## config.mk

```make
export PLATFORM = sky130hd
export DESIGN_NAME = arb_mux
export DESIGN_NICKNAME = d
export VERILOG_FILES = /design/src/rtl/arb_mux_pkg.sv /design/src/rtl/arb_mux_rr_pick.sv /design/src/rtl/arb_mux.sv
export SDC_FILE = /design/constraint.sdc
export NUM_CORES = 1
export LEC_CHECK = 0
export BUFFER_PORTS_ARGS = -buffer_cell sky130_fd_sc_hd__clkbuf_2
export CORE_MARGIN = 2
export CORE_UTILIZATION = 48
export CTS_CLUSTER_DIAMETER = 150
export CTS_CLUSTER_SIZE = 8
export DETAILED_ROUTE_END_ITERATION = 8
export PLACE_DENSITY = 0.9
export SETUP_SLACK_MARGIN = 0.5
export SLEW_MARGIN = 20
export SYNTH_ARGS = -nofsm -noshare
export SYNTH_HDL_FRONTEND = slang
export SYNTH_HIERARCHICAL = 1
export SYNTH_SLANG_ARGS = --single-unit
```

## constraint.sdc

```tcl
create_clock -name clk -period 4.8 [get_ports clk]
set_clock_uncertainty 0.05 [all_clocks]
set_input_delay 0.72 -clock clk [delete_from_list [all_inputs] [get_ports clk]]
set_output_delay 0.72 -clock clk [all_outputs]
set_load 0.03 [all_outputs]
```

## src/rtl/arb_mux_pkg.sv

```systemverilog
// Shared encodings and helpers for the arbitrated N:1 output selector.
package arb_mux_pkg;

  // Arbitration modes selectable through the MODE parameter.
  localparam int ARB_FIXED = 0;
  localparam int ARB_RR    = 1;

  // Ceiling log2 with a floor of 1 so a select field never collapses to zero bits.
  function automatic int clog2_min1(input int n);
    int r;
    r = 0;
    for (int i = 0; i < 31; i++) begin
      if ((1 << i) < n) r = i + 1;
    end
    return (r < 1) ? 1 : r;
  endfunction

endpackage

```

## src/rtl/arb_mux_rr_pick.sv

```systemverilog
// Rotated priority search: first set request at or after start, wrapping at N-1.
module rr_pick
  import arb_mux_pkg::*;
#(
  parameter int N     = 8,
  parameter int SEL_W = clog2_min1(N)
) (
  input  logic [N-1:0]     req,
  input  logic [SEL_W-1:0] start,
  output logic [SEL_W-1:0] gnt_idx,
  output logic             any
);

  logic [2*N-1:0] req2;
  logic [N-1:0]   rot;
  logic           found;
  int             sum;

  // Duplicate the request vector so a plain part-select yields the rotated view.
  always_comb begin
    req2    = {req, req};
    rot     = req2[start +: N];
    any     = |req;
    found   = 1'b0;
    sum     = 0;
    gnt_idx = '0;
    for (int j = 0; j < N; j++) begin
      if (rot[j] && !found) begin
        found = 1'b1;
        sum   = int'(start) + j;
        if (sum >= N) sum = sum - N;
        gnt_idx = SEL_W'(sum);
      end
    end
  end

endmodule

```

## src/rtl/arb_mux.sv

```systemverilog
// Registered N:1 selector with valid/ready handshake and built-in arbitration.
module arb_mux
  import arb_mux_pkg::*;
#(
  parameter int N     = 8,
  parameter int WIDTH = 8,
  parameter int MODE  = ARB_RR,
  parameter int SEL_W = clog2_min1(N)
) (
  input  logic               clk,
  input  logic               rst_n,
  input  logic [N-1:0]       in_valid,
  input  logic [N*WIDTH-1:0] in_data,
  output logic [N-1:0]       in_ready,
  output logic               out_valid,
  output logic [WIDTH-1:0]   out_data,
  output logic [SEL_W-1:0]   out_sel,
  input  logic               out_ready
);

  logic             out_valid_q, out_valid_d;
  logic [WIDTH-1:0] out_data_q, out_data_d;
  logic [SEL_W-1:0] out_sel_q, out_sel_d;
  logic [SEL_W-1:0] last_q, last_d;

  logic             load;
  logic             grant;
  logic             any;
  logic [SEL_W-1:0] start;
  logic [SEL_W-1:0] gnt_idx;
  logic [WIDTH-1:0] ch_data [N];

  for (genvar i = 0; i < N; i++) begin : g_unpack
    assign ch_data[i] = in_data[i*WIDTH +: WIDTH];
  end

  // Search origin: fixed priority always starts at 0; round robin starts just past the last winner.
  always_comb begin
    start = '0;
    if (MODE == ARB_RR && last_q != SEL_W'(N-1)) start = last_q + SEL_W'(1);
  end

  rr_pick #(
    .N     (N),
    .SEL_W (SEL_W)
  ) u_pick (
    .req     (in_valid),
    .start   (start),
    .gnt_idx (gnt_idx),
    .any     (any)
  );

  // Load when the output stage is empty or draining; ready is held low during reset.
  always_comb begin
    load     = !out_valid_q || out_ready;
    grant    = rst_n && load && any;
    in_ready = '0;
    if (grant) in_ready[gnt_idx] = 1'b1;
  end

  // Next values of the output stage and the round-robin pointer.
  always_comb begin
    out_valid_d = out_valid_q;
    out_data_d  = out_data_q;
    out_sel_d   = out_sel_q;
    last_d      = last_q;
    if (load) begin
      out_valid_d = any;
      if (any) begin
        out_data_d = ch_data[gnt_idx];
        out_sel_d  = gnt_idx;
        last_d     = gnt_idx;
      end
    end
  end

  // Output register and pointer; reset discards any buffered beat.
  always_ff @(posedge clk) begin
    if (!rst_n) begin
      out_valid_q <= 1'b0;
      out_data_q  <= '0;
      out_sel_q   <= '0;
      last_q      <= SEL_W'(N-1);
    end else begin
      out_valid_q <= out_valid_d;
      out_data_q  <= out_data_d;
      out_sel_q   <= out_sel_d;
      last_q      <= last_d;
    end
  end

  assign out_valid = out_valid_q;
  assign out_data  = out_data_q;
  assign out_sel   = out_sel_q;

endmodule

```

==> reports/qor.yml <==
grt:
  track_usage_pct: 25.57
  grt_pass1_vias: 2295
  grt.overflow.total: 0
  grt_max_degree: 33
  antenna_found_initial: 0
  grt_pass1_wl_mm: 10.33
clocking:
  cts.sinks: 15
  cts_tree: "built"
  htreeDepth: 1
  clockBufferDepth: 2
  cts_made_buffers: 3
  root_buffer: "clkbuf_8"
  path_clk_slew_ps: 70
  clock_latency_ps: 250
  cts_hold_buffers: 0
sta:
  maxSlewViolCount: 0
  hold_violations: 0
  fin_crit_ps: 4203
  finalSetupTns_ps: 0
  tightestPinTransition_ps: 610.1
  layout_setup_ws_ps: 597.0
  fmax_mhz: 237.9
  period_share_pct: 87.56
  setup_viol: 0
  rsz0062_at_grt: "false"
  slew_headroom_pct: 59.25
route:
  viasPerCell: 6.460
  vias: 2513
  first_pass_iters: 5
  drc: 0
  drt-initial-drc-count: 308
  ant_nets: 0
  wirelength_mm: 6.995
  wl_per_cell_um: 17.98
synth:
  yosys_warnings: 6
  async_reset_ff_share_pct: 0
  synth_cell_types: 60
  synthCells: 246
  syn_area_per_cell_sq_um: 8.362
  syn-cell-area_sq_mm: 0.002057
  ys_seq_area_share_pct: 14.60
  syn-num-nets: 325
  synthTopCellsByArea: "mux2_2, dfxtp_1, nor2_1"
  yosysTopAreaCell: "mux2_2"
  synthTopCellsByCount: "mux2_2, nor2_1, a21oi_1"
  synth_top_area_share_pct: 19.71
  synth_most_common_cell: "mux2_2"
  synth_seq_cells: 15
  synth-main-ff-cell: "dfxtp_1"
  synth_edf_count: 0
run_status:
  outcome: "complete, no violations"
cells_and_area:
  drive_above_1_share_pct: 52.51
  layout.nets: 419
  syn2layout_area_growth_pct: 33.09
  insertedDiodeCount: 0
  final_core_util_pct: 67.47
  stdcell_count: 389
setup_path:
  cp-end-kind: "output port"
  crit_type: "reg -> out"
  crit_fanout: 10
  cp.arrival_ps: 3430
  startpoint_type: "flip-flop"
  worstPathRequired_ps: 4030
die:
  core_sq_mm: 0.004058
  die_y_um: 69.46
  start_util_pct: 50.69
  fp.dieArea_sq_mm: 0.004825
  io_pins: 95
  rows: 23
  die_w_um: 69.46
placed_design:
  pre_cts_ws_ps: 339.2
  port_buffers: 94
  routabilityCongestion: 0.9137
  dp_cells: 376
  post-dp-hpwl_mm: 4.958
min_path:
  worstHoldPathType: "reg -> reg"
job:
  cap_viol_max_count: 0
==> final cells by class <==
| type | instances | area [sq um] |
|---|---|---|
| tap | 50 | 62.56 |
| sequential | 15 | 300.3 |
| clock buffer | 3 | 41.29 |
| clock inverter | 1 | 5.005 |
| inverter | 6 | 28.78 |
| fill | 267 | 1320 |
| multi-input combinational | 207 | 1725 |
| timing repair buffer | 107 | 574.3 |
==> kinds of logic (layout without fill, tap and decap cells) <==
kind of cell	after synthesis	count (layout)	share of synthesized area, %
AND/OR/NAND/NOR	85	85	21.29
AO/OA/AOI/OAI	65	65	23.78
multiplexers	52	52	29.50
buffers and inverters	24	117	7.968
flip-flops	15	15	14.60
adder cells (fa/ha/maj)	4	4	2.433
XOR/XNOR	1	1	0.4259
==> state kept, by name, indices dropped and copies added, names as in the netlist <==
signal and flops:
last_q 3, out_valid 1, out_data 8, out_sel 3
==> worst paths after layout <==
path                            slack (ps)                  endpoint  cells after the start                     from
worst max-delay path                   600               in_ready[3]                     15   last_q[0]$_SDFFE_PN1P_
worst min-delay path                   440   out_sel[1]$_SDFFE_PN0P_                      2  out_sel[1]$_SDFFE_PN0P_
worst max register to register         820  out_data[7]$_SDFFE_PN0P_                     13   last_q[0]$_SDFFE_PN1P_
worst min register to register         440   out_sel[1]$_SDFFE_PN0P_                      2  out_sel[1]$_SDFFE_PN0P_
==> metal layers <==
layer	GRT usage (%)	wire, um	vias to the layer above
met4	10.02	313	0
met3	3.343	571	40
met5	0	0	-
li1	-	-	1138
met2	48.08	3570	192
met1	28.81	2538	1143
==> per-stage QoR <==
step	area, sq um	hold slack (ps)
final	2738	437.3
after global routing	2738	490.5
after CTS	2579	429.8
after detailed placement	2502	421.0
after global placement	2502	420.1
after floorplan	2062	420.7
==> worst max-delay path: stages, from the launching register on <==
cell and delay (ps):
dfxtp_1 350, ha_4 180, ha_4 150, nor2_2 130, buf_6 180, nand2b_1 150, o22ai_1 80, a211o_1 290
buf_4 180, nor3_2 250, mux2_2 390, a21oi_2 210, a2bb2oi_4 130, nand2b_1 190, nor2_1 110, buf_2 210
==> layout by cell type, fill, tap and decap left out, drive strengths merged, types with 3 or more instances in the layout <==
cell    count
dfxtp      15
buf        18
o22ai       3
mux2i      10
nand2      15
clkbuf     92
nand2b      7
inv         5
ha          4
a21oi      17
o21ai       8
a222oi      8
nor4        5
nor2       23
nor2b       5
mux2       41
and2        3
a311oi      8
nor3        7
nand3      11
and3        3
==> repair_timing <==
item                                    in CTS  in global routing
resized for setup                            5                 23
pin swaps                                    0                  8
cloned                                       0                  1
buffers inserted                             0                  8
endpoints found under the setup margin      16                 13
Power is not shown: default switching activity piles up to over one toggle a cycle in this logic, so the estimate is an artifact.
